**src/rtl/ps2_key_decoder.sv**
```systemverilog
// PS/2 keyboard receiver: sync, glitch filter, frame FSM and game-key level decode.
// Define PS2_TIMEOUT_EN to abandon stalled frames after TIMEOUT_CYCLES clk cycles.
module ps2_key_decoder #(
   parameter int unsigned FILTER_LEN     = 8,
   parameter int unsigned TIMEOUT_CYCLES = 200000
) (
   input  logic       clk,
   input  logic       rst,
   input  logic       ps2_clk,
   input  logic       ps2_data,
   output logic [3:0] keys,
   output logic [7:0] code,
   output logic       code_valid,
   output logic       frame_err
);

   localparam int unsigned FcW = $clog2(FILTER_LEN + 1);

   typedef enum logic [1:0] {StIdle, StData, StParity, StStop} state_e;

   state_e         state_q, state_d;
   logic [1:0]     clk_s_q, clk_s_d, dat_s_q, dat_s_d;
   logic           filt_q, filt_d, fall_q, fall_d;
   logic [FcW-1:0] fcnt_q, fcnt_d;
   logic [2:0]     bit_cnt_q, bit_cnt_d;
   logic [7:0]     shift_q, shift_d, code_q, code_d;
   logic           par_q, par_d, ext_q, ext_d, brk_q, brk_d;
   logic [3:0]     keys_q, keys_d;
   logic           code_valid_q, code_valid_d, frame_err_q, frame_err_d;
   logic           din;

`ifdef PS2_TIMEOUT_EN
   localparam int unsigned WdW = $clog2(TIMEOUT_CYCLES + 1);
   logic [WdW-1:0] wd_q, wd_d;
`endif

   assign din = dat_s_q[1];

   always_comb begin
      clk_s_d      = {clk_s_q[0], ps2_clk};
      dat_s_d      = {dat_s_q[0], ps2_data};
      filt_d       = filt_q;
      fcnt_d       = '0;
      fall_d       = 1'b0;
      state_d      = state_q;
      bit_cnt_d    = bit_cnt_q;
      shift_d      = shift_q;
      par_d        = par_q;
      ext_d        = ext_q;
      brk_d        = brk_q;
      keys_d       = keys_q;
      code_d       = code_q;
      code_valid_d = 1'b0;
      frame_err_d  = 1'b0;

      // Level flips only after FILTER_LEN consecutive disagreeing samples.
      if (clk_s_q[1] != filt_q) begin
         if (fcnt_q == FcW'(FILTER_LEN - 1)) begin
            filt_d = ~filt_q;
            fall_d = filt_q;
         end else begin
            fcnt_d = fcnt_q + 1'b1;
         end
      end

      if (fall_q) begin
         unique case (state_q)
            StIdle: begin
               if (!din) begin
                  state_d   = StData;
                  bit_cnt_d = 3'd0;
               end
            end
            StData: begin
               shift_d   = {din, shift_q[7:1]};
               bit_cnt_d = bit_cnt_q + 3'd1;
               if (bit_cnt_q == 3'd7) state_d = StParity;
            end
            StParity: begin
               par_d   = din;
               state_d = StStop;
            end
            StStop: begin
               state_d = StIdle;
               if (din && (^{shift_q, par_q})) begin
                  code_d       = shift_q;
                  code_valid_d = 1'b1;
                  if (shift_q == 8'hE0) begin
                     ext_d = 1'b1;
                  end else if (shift_q == 8'hF0) begin
                     brk_d = 1'b1;
                  end else begin
                     if (!ext_q && shift_q == 8'h12) keys_d[3] = ~brk_q;
                     if (ext_q && shift_q == 8'h72) keys_d[2] = ~brk_q;
                     if (ext_q && shift_q == 8'h6B) keys_d[1] = ~brk_q;
                     if (ext_q && shift_q == 8'h74) keys_d[0] = ~brk_q;
                     ext_d = 1'b0;
                     brk_d = 1'b0;
                  end
               end else begin
                  frame_err_d = 1'b1;
               end
            end
            default: state_d = StIdle;
         endcase
      end

`ifdef PS2_TIMEOUT_EN
      wd_d = '0;
      if (state_q != StIdle && !fall_q) begin
         if (wd_q == WdW'(TIMEOUT_CYCLES - 1)) begin
            state_d     = StIdle;
            bit_cnt_d   = 3'd0;
            frame_err_d = 1'b1;
            ext_d       = 1'b0;
            brk_d       = 1'b0;
         end else begin
            wd_d = wd_q + 1'b1;
         end
      end
`endif
   end

   always_ff @(posedge clk) begin
      if (rst) begin
         clk_s_q      <= 2'b11;
         dat_s_q      <= 2'b11;
         filt_q       <= 1'b1;
         fcnt_q       <= '0;
         fall_q       <= 1'b0;
         state_q      <= StIdle;
         bit_cnt_q    <= 3'd0;
         shift_q      <= 8'h00;
         par_q        <= 1'b0;
         ext_q        <= 1'b0;
         brk_q        <= 1'b0;
         keys_q       <= 4'b0000;
         code_q       <= 8'h00;
         code_valid_q <= 1'b0;
         frame_err_q  <= 1'b0;
      end else begin
         clk_s_q      <= clk_s_d;
         dat_s_q      <= dat_s_d;
         filt_q       <= filt_d;
         fcnt_q       <= fcnt_d;
         fall_q       <= fall_d;
         state_q      <= state_d;
         bit_cnt_q    <= bit_cnt_d;
         shift_q      <= shift_d;
         par_q        <= par_d;
         ext_q        <= ext_d;
         brk_q        <= brk_d;
         keys_q       <= keys_d;
         code_q       <= code_d;
         code_valid_q <= code_valid_d;
         frame_err_q  <= frame_err_d;
      end
   end

`ifdef PS2_TIMEOUT_EN
   always_ff @(posedge clk) begin
      if (rst) wd_q <= '0;
      else     wd_q <= wd_d;
   end
`endif

   assign keys       = keys_q;
   assign code       = code_q;
   assign code_valid = code_valid_q;
   assign frame_err  = frame_err_q;

endmodule

```
**config.mk**
```make
export PLATFORM = sky130hd
export DESIGN_NAME = ps2_key_decoder
export DESIGN_NICKNAME = d
export VERILOG_FILES = /design/src/rtl/ps2_key_decoder.sv
export SDC_FILE = /design/constraint.sdc
export NUM_CORES = 1
export LEC_CHECK = 0
export ABC_AREA = 1
export CORE_ASPECT_RATIO = 1.5
export CORE_MARGIN = 5
export CORE_UTILIZATION = 50
export DETAILED_ROUTE_END_ITERATION = 10
export GPL_TIMING_DRIVEN = 0
export PLACE_DENSITY_LB_ADDON = 0.2
export SLEW_MARGIN = 20
export SYNTH_ARGS = -nofsm -noshare
export SYNTH_HDL_FRONTEND = slang
export SYNTH_SLANG_ARGS = --single-unit
```
**constraint.sdc**
```tcl
create_clock -name clk -period 4.98 [get_ports clk]
set_clock_uncertainty 0.15 [all_clocks]
set_input_delay 0.996 -clock clk [delete_from_list [all_inputs] [get_ports clk]]
set_output_delay 0.996 -clock clk [all_outputs]
set_load 0.02 [all_outputs]
```
==> results of run 1 <==
where the power goes:
group	internal (uW)	switching (uW)	total (uW)	leakage, uW
clock	110	110	220	0.0000510
combinational	5.26	7.03	12.3	0.000626
sequential	321	1.36	323	0.000323
registers in the layout (all words and copies together) (netlist names):
| name | cells |
|---|---|
| keys | 4 |
| code_valid | 1 |
| code | 8 |
| fall_q | 1 |
| state_q | 2 |
| dat_s_q | 2 |
| ext_q | 1 |
| bit_cnt_q | 3 |
| frame_err | 1 |
| brk_q | 1 |
| fcnt_q | 4 |
| par_q | 1 |
| filt_q | 1 |
| shift_q | 8 |
| clk_s_q | 2 |
cell type report:
cell class              instances  area [sq um]
fillers                       361          1450
multi-input cells             184           970
flip-flops and latches         40           801
repair buffers                 17           170
inverters                      32           120
clock buffers                   6          82.6
well taps                      43          53.8
plain buffers                   6          28.8
clock inverters                 2          10.0
worst max path at each step:
stage | slack [ns] | cells after the start | startpoint | to
2_1_floorplan | 3.16 | 4 | rst | fcnt_q[2]
3_3_place_gp | 2.44 | 5 | rst | bit_cnt_q[0]
6_report | 2.57 | 1 | code[1] | code[1]
4_1_cts | 2.56 | 1 | code[1] | code[1]
5_1_grt | 2.52 | 1 | code[1] | code[1]
3_5_place_dp | 2.44 | 5 | rst | shift_q[3]
worst register-to-register path: cells and delay by family, from the launching register on:
family / cells / cell delay, ns
compound gates: 1 / 0.32
buf+inv: 1 / 0.16
simple gates: 9 / 0.79
flops: 1 / 0.48
through the flow:
stage / setup slack, ns / cell area [sq um]
after floorplan: 3.16 / 1920
after detailed placement: 2.44 / 2140
after global placement: 2.44 / 2140
after CTS: 2.56 / 2240
after global routing: 2.52 / 2240
final: 2.57 / 2240
Yosys cell counts (2+ instances only):
library cell   n  area (sq um)
nand3_2        2          20.0
nand2_1       52           195
o21ai_0       15          75.1
o21bai_1       2          15.0
o211ai_1       2          15.0
clkbuf_1       3          11.3
buf_2          2          10.0
nand4_1       11          68.8
dfxtp_1       40           801
a21oi_1       21           105
or2_2          4          25.0
nor2_1        35           131
nand3_1        9          45.0
nand2_4        2          22.5
inv_1         31           116
ha_1           8           100
nand2_2        6          37.5
nor3_1         4          20.0
nor4_1         2          12.5
routing by layer:
| layer | GRT usage (%) | part of all wire (%) | up-vias |
|---|---|---|---|
| li1 | - | - | 893 |
| met1 | 20.7 | 39 | 796 |
| met2 | 33.0 | 53 | 37 |
| met3 | 4.67 | 4.4 | 10 |
| met4 | 10.1 | 3.1 | 0 |
| met5 | 0 | 0 | - |
kinds of logic after synthesis:
group / Yosys count / synth area share, %
and+or+nand+nor: 132 / 32.6
AOI/OAI and AO/OA: 42 / 11.8
DFF: 40 / 41.7
buffers and inverters: 38 / 7.76
adders and majority gates: 8 / 5.22
xor gates and xnor gates: 2 / 0.913
==> out/metrics.csv, run 1 <==
stage;metric;value;unit
outcome;outcome;finished, final reports clean;
timing;slew_viol_final;0;
timing;post-route-period-util;48.3;%
clocking;cts_made_buffers;5;
die;start_util;52.1;%
yosys;yosysWarnings;0;
drt;first_pass_iters;4;
clocking;htreeDepth;2;
min_path;hold_start;dat_s_q[0];
final_layout;area_growth;16.5;%
clocking;insertion_delay;0.30;ns
setup_path;endpoint_kind;output port;
final_layout;layout_commonest_cell;nand2_1;
job;drv_cap;0;
setup_path;r2r_start;shift_q[0];
yosys;syn_area_per_cell;7.33;sq um
die;die_height;85.9;um
placed_design;place_inst;322;
min_path;min_path_type;register to register;
die;dieWidth;60.6;um
drt;remaining_drc_errors;0;
drt;viasPerCell;5.26;
pwr;p_total;555;uW
clocking;postCtsSetupBuffers;0;
setup_path;arrival;1.26;ns
die;ios;18;
drt;vias;1736;
grt;grt_pass1_wl;7590;um
yosys;synth_cells;262;
grt;antenna_found_initial;0;
setup_path;cpPeakStageDelay;0.61;ns
clocking;cts_resized;0;
final_layout;fin_util;60.7;%
placed_design;port_buffers;17;
drt;totalWireLength;4200;um
placed_design;gp_congestion;0.894;
timing;setup_viol;0;
setup_path;critPathBufInv;1;
yosys;synth_seq_cells;40;
yosys;ys_async_sr_fraction;0;%
setup_path;r2r-end;ext_q;
yosys;ys_types;30;
timing;finalHoldViolations;0;
setup_path;regToRegSetupSlack;2.98;ns
setup_path;critPathTopFamily;buffers and inverters;
die;num_rows;27;
drt;drtIter0Drc;80;
setup_path;worst-path-max-fanout;2;
pwr;p_per_area;248;mW/mm^2
timing;holdWs;0.264;ns
setup_path;start_kind;register;
die;core;0.00368;sq mm
clocking;clk_path_buf_depth;2;
final_layout;insertedDiodeCount;0;
final_layout;drive_gt1_share;10.1;%
clocking;cts_sinks;40;
final_layout;nNetsFinal;298;
die;die_area;0.00520;sq mm
setup_path;cp_cell_sequence;clkdlybuf4s50_1;
clocking;hold_buffers;0;
final_layout;layout.cells.non_filler;330;
setup_path;slowest_stage;clkdlybuf4s50_1;
timing;slew_headroom;66.7;%
min_path;hold_end;dat_s_q[1];
timing;max_clock_freq;0.415;GHz
yosys;synthesis.area;0.00192;sq mm
setup_path;worstPathRequired;3.83;ns
final_layout;final_cell_mix;52 x nand2_1, 40 x dfxtp_1, 35 x nor2_1;
drt;routedWlPerCell;12.7;um
timing;rsz0062_at_grt;false;
pwr;ir_drop;0.300;mV
placed_design;dp_hpwl;3280;um
grt;grt_use_total;19.1;%
clocking;clk_pin_slew;0.08;ns
yosys;synth-main-ff-cell;dfxtp_1;
pwr;power.leakage;0.00100;uW
yosys;ys_seq_area_share;41.7;%
setup_path;worst-r2r-cell-count;11;
min_path;min_path_cells;1;
clocking;clk_root_buffer_cell;clkbuf_8;
timing;fin_crit;2.41;ns
grt;grt_max_degree;13;
timing;tightest_slew;0.500;ns
grt;grt_pass1_vias;1709;
timing;tns;0;ns
clocking;cts_tree;yes;
yosys;synth_nets;274;
grt;overflow;0;
drt;ant_nets;0;
setup_path;critical_path_class;register to output port;
yosys;synth_edf_count;0;
Power figures use the tool's default switching activity.
==> run 2, diff against run 1 <==
clock period = 2.48 ns   (was 4.98 ns; I/O delays follow)
==> out/metrics.csv, run 2 (synthesis gave the netlist of run 1 again) <==
stage;metric;value;unit
outcome;outcome;finished, final reports clean;
final_layout;n_fill_cell;361;
min_path;hold_end;dat_s_q[1];
setup_path;worst-r2r-cell-count;11;
min_path;hold_start;dat_s_q[0];
grt;overflow;0;
timing;finalHoldViolations;0;
die;dieWidth;60.6;um
die;start_util;52.1;%
grt;grt_pass1_wl;7590;um
pwr;p_per_area;499;mW/mm^2
setup_path;endpoint_kind;register;
clocking;clk_pin_slew;0.08;ns
clocking;cts_tree;yes;
grt;grt_pass1_vias;1703;
placed_design;gp_congestion;0.894;
placed_design;port_buffers;17;
setup_path;cpPeakStageDelay;0.48;ns
timing;slew_viol_final;0;
grt;grt_use_total;19.1;%
final_layout;area_growth;16.5;%
final_layout;multiInputGateArea;970;sq um
setup_path;cp_cell_sequence;inv_1, nand2_1, nand2_1, nand2_1, nand3_1, nand2_1, nand2_1, nand2_1, nand4_1, o21ai_0, nor2_1;
timing;fin_crit;1.98;ns
timing;rsz0062_at_grt;false;
drt;totalWireLength;4170;um
drt;routedWlPerCell;12.6;um
setup_path;critPathTopFamily;simple AND/OR/NAND/NOR gates;
setup_path;r2r-end;ext_q;
drt;first_pass_iters;4;
drt;vias;1734;
clocking;cts_resized;0;
clocking;clk_root_buffer_cell;clkbuf_8;
pwr;ir_drop;0.602;mV
setup_path;start_kind;register;
timing;slew_headroom;67.5;%
die;die_height;85.9;um
timing;max_clock_freq;0.504;GHz
setup_path;arrival;2.02;ns
clocking;cts_sinks;40;
clocking;postCtsSetupBuffers;0;
min_path;min_path_type;register to register;
die;die_area;0.00520;sq mm
clocking;insertion_delay;0.30;ns
grt;grt_max_degree;13;
clocking;htreeDepth;2;
job;drv_cap;0;
final_layout;layout_commonest_cell;nand2_1;
pwr;power.leakage;0.00100;uW
final_layout;drive_gt1_share;10.1;%
die;num_rows;27;
clocking;hold_buffers;0;
setup_path;r2r_start;shift_q[0];
setup_path;regToRegSetupSlack;0.50;ns
placed_design;dpl_cell_area;0.00214;sq mm
drt;remaining_drc_errors;0;
timing;post-route-period-util;80.0;%
grt;antenna_found_initial;0;
drt;viasPerCell;5.25;
final_layout;fin_area;0.00224;sq mm
setup_path;crit_top_cell;nand2_1;
clocking;cts_made_buffers;5;
setup_path;slowest_stage;dfxtp_1;
drt;ant_nets;0;
setup_path;worstPathRequired;2.52;ns
timing;tns;0;ns
die;core;0.00368;sq mm
setup_path;worst-path-max-fanout;7;
drt;drtIter0Drc;51;
final_layout;seq_area;801;sq um
placed_design;dp_hpwl;3280;um
setup_path;critPathBufInv;1;
final_layout;final_cell_mix;52 x nand2_1, 40 x dfxtp_1, 35 x nor2_1;
final_layout;nNetsFinal;298;
timing;tightest_slew;0.487;ns
final_layout;insertedDiodeCount;0;
timing;setup_viol;0;
min_path;min_path_cells;1;
die;ios;18;
clocking;clk_path_buf_depth;2;
setup_path;critical_path_class;register to register;
run 2: where the power goes:
group | leakage [uW] | internal [uW] | switching [uW]
sequential | 0.000323 | 645 | 2.78
combinational | 0.000626 | 10.6 | 14.0
clock | 0.0000510 | 222 | 220
run 2: per-stage QoR:
stage	instances	hold WS [ns]	utilization (%)	worst slack (ns)	power [uW]
final	330	0.264	60.7	0.497	1110
after global placement	322	0.252	58.2	0.439	688
after floorplan	262	0.239	-	0.843	677
after CTS	330	0.269	60.7	0.443	1130
after detailed placement	322	0.252	58.2	0.435	688
after global routing	330	0.302	60.7	0.252	1170
run 2: worst reg2reg max path: stages (launching register included):
cell     delay [ns]
dfxtp_1        0.48
inv_1          0.16
nand2_1        0.09
nand2_1        0.05
nand2_1        0.08
nand3_1        0.09
nand2_1        0.08
nand2_1        0.04
nand2_1        0.07
nand4_1        0.21
o21ai_0        0.31
nor2_1         0.06
run 2: cell type report:
type	instances	area share (%)
Clock buffer	6	3.69
Clock inverter	2	0.448
Tap cell	43	2.41
Sequential cell	40	35.8
Buffer	6	1.29
Inverter	32	5.37
Timing Repair Buffer	17	7.61
Multi-Input combinational cell	184	43.4
run 2: layer usage:
metal,vias up,routed length [um],GRT usage [%]
met1,791,1620,20.7
li1,893,-,-
met2,37,2220,32.9
met4,0,157,10.1
met3,13,167,4.67
met5,-,0,0
run 2: how the worst max path moves through the flow:
stage	start	endpoint	slack (ns)	cells after the start
finish	shift_q[0]	ext_q	0.50	11
global route	shift_q[0]	brk_q	0.25	11
CTS	shift_q[2]	code[2]	0.44	13
detailed placement	rst	shift_q[3]	0.44	5
global placement	rst	bit_cnt_q[0]	0.44	5
floorplan	shift_q[1]	code[4]	0.84	13
